## src/rtl/riscv_pkg.sv

```systemverilog
`default_nettype none
// ============================================================================
//  Module      : riscv_pkg
//  Description : Shared types for the fetch/data memory arbiter: arbiter
//                state encoding, transaction owner encoding and the default
//                data-streak limit.
//  Revision    : 1.0 - initial release
// ============================================================================
package riscv_pkg;

    // Default number of back-to-back data grants tolerated while fetch waits
    localparam int MAX_D_STREAK_DEF = 4;

    typedef enum logic [1:0] {
        IDLE  = 2'd0,
        ISSUE = 2'd1,
        WAIT  = 2'd2
    } arb_state_e;

    typedef enum logic {
        OWN_F = 1'b0,
        OWN_D = 1'b1
    } owner_e;

endpackage : riscv_pkg
`default_nettype wire

```

## src/rtl/mem_arb_perf.sv

```systemverilog
`default_nettype none
// ============================================================================
//  Module      : mem_arb_perf
//  Description : Saturating 32-bit event counters for the memory arbiter:
//                fetch-stall cycles, data-stall cycles and arbitration
//                conflicts. Only instantiated when MEM_ARB_PERF_EN is defined.
//  Revision    : 1.0 - initial release
// ============================================================================
module mem_arb_perf (
    input  logic        clk,
    input  logic        rst_n,
    input  logic        stall_f_i,
    input  logic        stall_m_i,
    input  logic        conflict_i,
    output logic [31:0] perf_f_stall_o,
    output logic [31:0] perf_m_stall_o,
    output logic [31:0] perf_conflict_o
);

    logic [31:0] f_cnt_q;
    logic [31:0] m_cnt_q;
    logic [31:0] c_cnt_q;

    // Count each event once per cycle, sticking at all-ones instead of wrapping
    always_ff @(posedge clk) begin
        if (!rst_n) begin
            f_cnt_q <= '0;
            m_cnt_q <= '0;
            c_cnt_q <= '0;
        end else begin
            if (stall_f_i  && (f_cnt_q != '1)) f_cnt_q <= f_cnt_q + 32'd1;
            if (stall_m_i  && (m_cnt_q != '1)) m_cnt_q <= m_cnt_q + 32'd1;
            if (conflict_i && (c_cnt_q != '1)) c_cnt_q <= c_cnt_q + 32'd1;
        end
    end

    assign perf_f_stall_o  = f_cnt_q;
    assign perf_m_stall_o  = m_cnt_q;
    assign perf_conflict_o = c_cnt_q;

endmodule : mem_arb_perf
`default_nettype wire

```

## src/rtl/mem_arb.sv

```systemverilog
`default_nettype none
// ============================================================================
//  Module      : mem_arb
//  Description : Arbitrates an instruction-fetch port and a load/store port
//                onto a single memory request channel, one transaction in
//                flight. Data has priority, but fetch is forced through once
//                MAX_D_STREAK data grants have happened while fetch waited.
//                Optional performance counters: define MEM_ARB_PERF_EN.
//  Revision    : 1.0 - initial release
// ============================================================================
module mem_arb
    import riscv_pkg::*;
#(
    parameter int MAX_D_STREAK = MAX_D_STREAK_DEF
) (
    input  logic        clk,
    input  logic        rst_n,
    // fetch port
    input  logic        if_req,
    input  logic [31:0] if_addr,
    output logic [31:0] if_rdata,
    output logic        if_valid,
    // data port
    input  logic        d_req,
    input  logic        d_we,
    input  logic [3:0]  d_be,
    input  logic [31:0] d_addr,
    input  logic [31:0] d_wdata,
    output logic [31:0] d_rdata,
    output logic        d_valid,
    // shared memory channel
    output logic        m_req,
    output logic        m_we,
    output logic [3:0]  m_be,
    output logic [31:0] m_addr,
    output logic [31:0] m_wdata,
    input  logic        m_ready,
    input  logic        m_rvalid,
    input  logic [31:0] m_rdata,
    // hazard unit
    output logic        stall_f,
    output logic        stall_m
`ifdef MEM_ARB_PERF_EN
    ,
    output logic [31:0] perf_f_stall,
    output logic [31:0] perf_m_stall,
    output logic [31:0] perf_conflict
`endif
);

    localparam int unsigned    SW         = $clog2(MAX_D_STREAK + 1);
    localparam logic [SW-1:0]  STREAK_MAX = SW'(MAX_D_STREAK);

    arb_state_e     state_q;
    owner_e         owner_q;
    logic [SW-1:0]  d_streak_q;
    logic [SW-1:0]  d_streak_d;
    logic           m_req_q;
    logic           m_we_q;
    logic [3:0]     m_be_q;
    logic [31:0]    m_addr_q;
    logic [31:0]    m_wdata_q;

    logic           w_any_req;
    logic           w_fetch_win;
    logic           w_rsp;

    assign w_any_req   = if_req | d_req;
    // Fetch wins when data is absent, or when data has used up its streak
    assign w_fetch_win = if_req & (~d_req | (d_streak_q == STREAK_MAX));

    // Streak bookkeeping: only changes on an IDLE-cycle grant
    always_comb begin
        d_streak_d = d_streak_q;
        if ((state_q == IDLE) && w_any_req) begin
            if (w_fetch_win || !if_req) begin
                d_streak_d = '0;
            end else if (d_streak_q != STREAK_MAX) begin
                d_streak_d = d_streak_q + SW'(1);
            end
        end
    end

    // Arbiter FSM: latch winner in IDLE, present in ISSUE, await completion in WAIT
    always_ff @(posedge clk) begin
        if (!rst_n) begin
            state_q    <= IDLE;
            owner_q    <= OWN_F;
            d_streak_q <= '0;
            m_req_q    <= 1'b0;
            m_we_q     <= 1'b0;
            m_be_q     <= 4'h0;
            m_addr_q   <= 32'h0;
            m_wdata_q  <= 32'h0;
        end else begin
            d_streak_q <= d_streak_d;
            case (state_q)
                IDLE: begin
                    if (w_any_req) begin
                        state_q <= ISSUE;
                        m_req_q <= 1'b1;
                        if (w_fetch_win) begin
                            owner_q   <= OWN_F;
                            m_we_q    <= 1'b0;
                            m_be_q    <= 4'hF;
                            m_addr_q  <= if_addr;
                            m_wdata_q <= 32'h0;
                        end else begin
                            owner_q   <= OWN_D;
                            m_we_q    <= d_we;
                            m_be_q    <= d_be;
                            m_addr_q  <= d_addr;
                            m_wdata_q <= d_wdata;
                        end
                    end
                end
                ISSUE: begin
                    if (m_ready) begin
                        state_q <= WAIT;
                        m_req_q <= 1'b0;
                    end
                end
                WAIT: begin
                    if (m_rvalid) begin
                        state_q <= IDLE;
                    end
                end
                default: begin
                    state_q <= IDLE;
                    m_req_q <= 1'b0;
                end
            endcase
        end
    end

    // Completion is same-cycle with m_rvalid; a pending reset suppresses it
    assign w_rsp    = rst_n & (state_q == WAIT) & m_rvalid;
    assign if_valid = w_rsp & (owner_q == OWN_F);
    assign d_valid  = w_rsp & (owner_q == OWN_D);
    // Stores return no data, so d_rdata stays zero for them
    assign if_rdata = if_valid ? m_rdata : 32'h0;
    assign d_rdata  = (d_valid && !m_we_q) ? m_rdata : 32'h0;

    assign m_req    = m_req_q;
    assign m_we     = m_we_q;
    assign m_be     = m_be_q;
    assign m_addr   = m_addr_q;
    assign m_wdata  = m_wdata_q;

    assign stall_f  = if_req & ~if_valid;
    assign stall_m  = d_req & ~d_valid;

`ifdef MEM_ARB_PERF_EN
    logic w_conflict;
    assign w_conflict = (state_q == IDLE) & if_req & d_req;

    mem_arb_perf u_perf (
        .clk             (clk),
        .rst_n           (rst_n),
        .stall_f_i       (stall_f),
        .stall_m_i       (stall_m),
        .conflict_i      (w_conflict),
        .perf_f_stall_o  (perf_f_stall),
        .perf_m_stall_o  (perf_m_stall),
        .perf_conflict_o (perf_conflict)
    );
`endif

endmodule : mem_arb
`default_nettype wire

```

## config.mk

```make
export PLATFORM = sky130hd
export DESIGN_NAME = mem_arb
export DESIGN_NICKNAME = d
export VERILOG_FILES = /design/src/rtl/riscv_pkg.sv /design/src/rtl/mem_arb_perf.sv /design/src/rtl/mem_arb.sv
export SDC_FILE = /design/constraint.sdc
export NUM_CORES = 1
export LEC_CHECK = 0
export CORE_UTILIZATION = 37
export DETAILED_ROUTE_END_ITERATION = 6
export PLACE_DENSITY_LB_ADDON = 0.08
export SLEW_MARGIN = 20
export SYNTH_ARGS = -nofsm -noshare
export SYNTH_HDL_FRONTEND = slang
export SYNTH_SLANG_ARGS = --single-unit
```

## constraint.sdc

```tcl
create_clock -name clk -period 2 [get_ports clk]
set_input_delay 0.2 -clock clk [delete_from_list [all_inputs] [get_ports clk]]
set_output_delay 0.2 -clock clk [all_outputs]
set_load 0.01 [all_outputs]
```

==> results of run 1 <==
-- final timing paths --
path | cells after the start | end | startpoint
worst max-delay path | 7 | stall_f | state_q[0]$_SDFFE_PN0P_
worst min-delay path | 3 | owner_q$_SDFFE_PN0P_ | if_req
worst max register to register | 6 | m_addr[21]$_SDFFE_PN0P_ | d_streak_q[0]$_SDFFE_PN0P_
worst min register to register | 2 | m_wdata[18]$_SDFFE_PN0P_ | m_wdata[18]$_SDFFE_PN0P_
-- flip-flops by register name, summed over array words and instances, names as in the netlist --
name and cells:
d_streak_q 3, m_addr 32, m_be 4, m_req 1
m_wdata 32, m_we 1, owner_q 1, state_q 2
-- worst max-delay path, delay by kind of cell, from the launching register on --
| kind | cells | cell delay, ps |
|---|---|---|
| buffers and inverters | 4 | 770 |
| and+or+nand+nor | 3 | 450 |
| DFF | 1 | 310 |
-- per-layer routing --
layer,up-vias,track usage,part of all wire
met3,14,0.0675,0.075
li1,2298,-,-
met2,181,0.407,0.49
met4,0,0.0840,0.015
met5,-,0,0
met1,2248,0.301,0.42
-- where the power goes --
| part | total [uW] | internal (uW) | switching [uW] |
|---|---|---|---|
| registers | 1720 | 1650 | 65.6 |
| clock network | 1490 | 860 | 627 |
| logic | 1220 | 709 | 512 |
-- repair_timing --
action,CTS,global route
gates resized for setup,51,78
pin swaps,2,0
setup buffers,1,1
setup endpoints to repair,66,50
-- cell usage in the layout (no fill, tap or decap), drive strengths merged --
| cell | instances |
|---|---|
| a21bo | 1 |
| a21boi | 69 |
| a21oi | 1 |
| and2 | 65 |
| and3 | 32 |
| buf | 39 |
| clkbuf | 23 |
| clkdlybuf4s50 | 208 |
| clkinv | 3 |
| clkinvlp | 1 |
| dfxtp | 76 |
| dlygate4sd2 | 25 |
| dlymetal6s2s | 17 |
| ha | 2 |
| inv | 3 |
| nand2 | 4 |
| nand3 | 1 |
| nand3b | 1 |
| nand4 | 2 |
| nand4b | 1 |
| nor2 | 6 |
| nor2b | 1 |
| nor3 | 2 |
| nor3b | 2 |
| nor4bb | 2 |
| o2111ai | 33 |
| o211a | 1 |
| o21a | 1 |
| o21ai | 37 |
| o21bai | 36 |
| o311a | 36 |
| o31ai | 1 |
| or2 | 1 |
-- logic make-up (layout without fill, tap and decap cells) --
logic type | Yosys count | after routing | synth area share
fa+ha+maj | 2 | 2 | 0.00591
simple gates | 120 | 120 | 0.176
flops | 76 | 76 | 0.360
compound gates | 216 | 216 | 0.393
buf+inv | 64 | 319 | 0.0659
-- through the flow --
step | area [um2] | setup TNS, ps | total power [uW] | std cells
final | 7330 | -224 | 4420 | 873
after global placement | 7150 | -10310 | 2940 | 857
after detailed placement | 7150 | -12090 | 2970 | 857
after CTS | 7370 | -3050 | 4470 | 872
after floorplan | 4230 | 0 | 2260 | 478
after global routing | 7330 | -1850 | 4640 | 873
-- cell type report --
cell class / count / area share
inverter: 3 / 0.00154
timing repair buffer: 302 / 0.394
clock inverter: 4 / 0.00358
tap: 140 / 0.0239
multi-input combinational: 338 / 0.336
sequential: 76 / 0.208
clock buffer: 10 / 0.0326
==> impl_metrics.csv, run 1 <==
group,metric,value,unit
run_status,failed_checks,"negative setup slack",
sta,tightest_slew,742,ps
routing,ant_nets,0,
finish,drive_above_1_share,0.101,
synth,yosys_warnings,0,
floorplan,coreArea,11000,um2
clock_network,cts-htree-levels,3,
run_status,status,"complete, but fails checks",
clock_network,cts-root-buf,"clkbuf_16",
floorplan,rows,38,
finish,area_growth,73.3,%
routing,vias,4741,
placed_design,pre_cts_slack,-248,ps
routing,wl,15300,um
finish,antenna-diode-count,0,
grt,track_usage,0.244,
critical_path,end_kind,"primary output",
synth,synth-edff-count,0,
sta,finalCritPeriodShare,1.03,
power,vdd_drop_max,460,uV
finish,multiInputGateArea,2470,um2
synth,synth.top_cell.area_share,0.360,
floorplan,start_util,0.385,
synth,avgSynthCellArea,8.85,um2
critical_path,crit_path_max_fanout,10,
routing,dr.pass1.iters,4,
finish,fin_util,0.668,
sta,fin_skew,12.9,ps
synth,async_flop_share,0,
sta,worst_slack,-53.3,ps
routing,routed_via_density,5.43,
sta,rsz0062_at_grt,"true",
synth,ys.flop_type,"dfxtp_1",
finish,fin_nets,871,
synth,synth_area_leaders,"dfxtp_1 36%, a21boi_0 11%, and2_1 9.6%",
clock_network,clk_path_buf_depth,2,
synth,synth_area_leader_cell,"dfxtp_1",
critical_path,r2r_slack,290,ps
synth,synth.most_common_cell,"dfxtp_1",
clock_network,clkTransAtPathRegs,60,ps
grt,grt_pass1_wl,22900,um
sta,fmax,487,MHz
synth,syn_area,4230,um2
sta,finalSetupViolCount,9,
critical_path,slowest_stage,"dfxtp_1",
critical_path,cp_data_arrival_time,1850,ps
clock_network,cts_buffers,9,
sta,slew_violations,0,
clock_network,worstSkewPairLatency,330,ps
synth,synthCells,478,
floorplan,dieArea,11900,um2
power,powerDensity,603,nW/um2
sta,min_period,2050,ps
routing,drt_iter0_markers,218,
sta,slew_headroom,0.505,
clock_network,clock_sinks,76,
synth,synth_common_cells,"76 x dfxtp_1, 65 x and2_1, 64 x a21boi_0, 41 x clkbuf_1",
critical_path,criticalPathCategory,"reg -> out",
placed_design,post-dp-hpwl,10900,um
synth,syn_nets,619,
critical_path,crit_path_start_kind,"flip-flop",
routing,drc_errors,0,
synth,ys_ff_latch,76,
synth,seq_area_frac_synth,0.360,
grt,antenna_found_initial,0,
clock_network,cts_hold_buf,0,
floorplan,boundaryPins,277,
finish,seqCellArea,1520,um2
critical_path,path_cells,"nand3b_1 -> buf_4 -> nor3b_4 -> buf_4 -> buf_4 -> nor2_1 -> dlygate4sd2_1",
grt,grt_overflow,0,
floorplan,die_width,109,um
critical_path,cp.required,1800,ps
synth,yosysUniqueCellTypes,36,
floorplan,fp.dieH,109,um
routing,detail_route.wl_per_cell,17.6,um
power,p_leak,0.00334,uW
worst_hold_path,hold_path_class,"in -> reg",
grt,grt_pass1_vias,4543,
sta,final-hold-violation-count,0,
clock_network,cts_tree,"done",
grt,grt_start_max_net_pins,77,
job,maxCapViolations,0,
finish,num-fill-cells,964,
critical_path,crit_top_cell,"buf_4",
placed_design,gp_congestion,0.792,
placed_design,port_buffers,276,
sta,whs,338,ps
critical_path,cpPeakStageDelay,310,ps
Note: power is estimated with default switching activity, not from simulation.
==> run 2, diff against run 1 <==
MAX_ROUTING_LAYER = met4   (was default)
==> run 2 against run 1 <==
Compared with the run above: the run still ends with negative setup slack left; clock power about the same; critical path depth did not move; first-iteration DRC count increased by 16%; wire length about the same; die area is the same; power barely moved; final area is the same; combinational power hardly changed; global-route usage grew 0.79 points; critical path type unchanged; critical endpoint unchanged; largest power group unchanged.
==> impl_metrics.csv, run 2 (synthesis gave the netlist of run 1 again) <==
group,metric,value,unit
run_status,status,"complete, but fails checks",
run_status,failed_checks,"negative setup slack",
worst_hold_path,whs_path_depth,3,
routing,routed_via_density,5.45,
routing,dr.pass1.iters,4,
sta,tightest_slew,733,ps
clock_network,clock_sinks,76,
finish,area_growth,73.3,%
clock_network,cts_tree,"done",
finish,fin_nets,871,
clock_network,clkTransAtPathRegs,60,ps
power,p_comb_frac,0.276,
sta,slew_headroom,0.512,
sta,final-hold-violation-count,0,
finish,antenna-diode-count,0,
power,powerDensity,603,nW/um2
floorplan,coreArea,11000,um2
routing,vias,4761,
critical_path,cp_data_arrival_time,1850,ps
sta,slew_violations,0,
routing,wl,15400,um
worst_hold_path,min_from,"if_req",
critical_path,criticalPathCategory,"reg -> out",
critical_path,r2r_cells,6,
grt,grt_pass1_vias,4551,
power,power.internal,3220,uW
routing,detail_route.wl_per_cell,17.6,um
placed_design,post-dp-hpwl,10900,um
finish,design_area,7330,um2
clock_network,worstSkewPairLatency,330,ps
sta,tns,-222,ps
sta,fin_skew,12.7,ps
floorplan,boundaryPins,277,
placed_design,gp_congestion,0.803,
job,maxCapViolations,0,
critical_path,crit_path_start_kind,"flip-flop",
floorplan,fp.dieH,109,um
floorplan,rows,38,
finish,mostFrequentLayoutCells,"208 x clkdlybuf4s50_1, 75 x dfxtp_1, 65 x and2_1",
critical_path,crit_path_max_fanout,10,
floorplan,start_util,0.385,
power,p_leak,0.00334,uW
placed_design,place_area,7150,um2
power,vdd_drop_max,458,uV
sta,min_period,2050,ps
routing,ant_nets,0,
power,switchingPower,1210,uW
power,p_clk_frac,0.337,
floorplan,die_width,109,um
critical_path,crit_start,"state_q[0]$_SDFFE_PN0P_",
sta,worst_slack,-53.0,ps
grt,grt_overflow,0,
clock_network,cts-root-buf,"clkbuf_16",
grt,grt_start_max_net_pins,77,
routing,drc_errors,0,
critical_path,cp.required,1800,ps
critical_path,end_kind,"primary output",
grt,track_usage,0.252,
power,pwr-share-seq,0.388,
worst_hold_path,hold_path_class,"in -> reg",
grt,grt_pass1_wl,22900,um
critical_path,r2r-start,"d_streak_q[0]$_SDFFE_PN0P_",
finish,final_common_cell,"clkdlybuf4s50_1",
placed_design,port_buffers,276,
finish,drive_above_1_share,0.101,
clock_network,clk_path_buf_depth,2,
sta,fmax,487,MHz
clock_network,cts-htree-levels,3,
grt,antenna_found_initial,0,
sta,rsz0062_at_grt,"true",
sta,finalCritPeriodShare,1.03,
power,netSwitchingFraction,0.273,
routing,drt_iter0_markers,253,
floorplan,dieArea,11900,um2
clock_network,cts_buffers,9,
sta,finalSetupViolCount,9,
==> run 2: final timing paths <==
path | endpoint | slack (ps)
worst max-delay path | stall_f | -50
worst min-delay path | owner_q$_SDFFE_PN0P_ | 340
worst max register to register | m_addr[21]$_SDFFE_PN0P_ | 290
worst min register to register | m_wdata[18]$_SDFFE_PN0P_ | 470
==> run 2: area by class of cell <==
class                   count  area [um2]
clock buffers              10         239
clock inverters             4        26.3
fillers                   964        3650
inverters                   3        11.3
multi-input cells         338        2470
flip-flops and latches     76        1520
well taps                 140         175
repair buffers            302        2890
==> run 2: power by group through the flow <==
stage	sequential [uW]	clock, uW	combinational (uW)
2_1_floorplan	1800	0	462
3_3_place_gp	1740	0	1200
3_5_place_dp	1740	0	1220
4_1_cts	1710	1530	1230
5_1_grt	1730	1600	1310
6_report	1720	1490	1220
==> run 2: what timing repair did <==
action / 4_1_cts / 5_1_grt
gates resized for setup: 51 / 78
setup endpoints to repair: 66 / 50
pin swaps: 2 / 0
hold endpoints to repair: 0 / 0
buffers inserted: 1 / 1
hold buffers: 0 / 0
==> run 2: per-layer routing <==
metal  routed length (um)  part of all wire  up-vias  GRT usage
met5                    0                 0        -          -
met4                  232             0.015        0     0.0840
met3                 1000             0.065       14     0.0550
met2                 7510              0.49      182      0.406
met1                 6620              0.43     2267      0.312
li1                     -                 -     2298          -
==> run 2: stage by stage <==
stage	worst slack, ps	std cells	hold slack (ps)	total power (uW)	util
after floorplan	375	478	369	2260	-
after global placement	-210	857	459	2940	0.651
after detailed placement	-248	857	469	2970	0.651
after CTS	-217	872	328	4470	0.671
after global routing	-163	873	348	4640	0.668
final	-53.0	873	337	4430	0.668
==> run 2: critical path: stages, from the launching register on <==
cell           delay [ps]
dfxtp_1               310
nand3b_1              230
buf_4                 190
nor3b_4               190
buf_4                 190
buf_4                 110
nor2_1                 30
dlygate4sd2_1         280
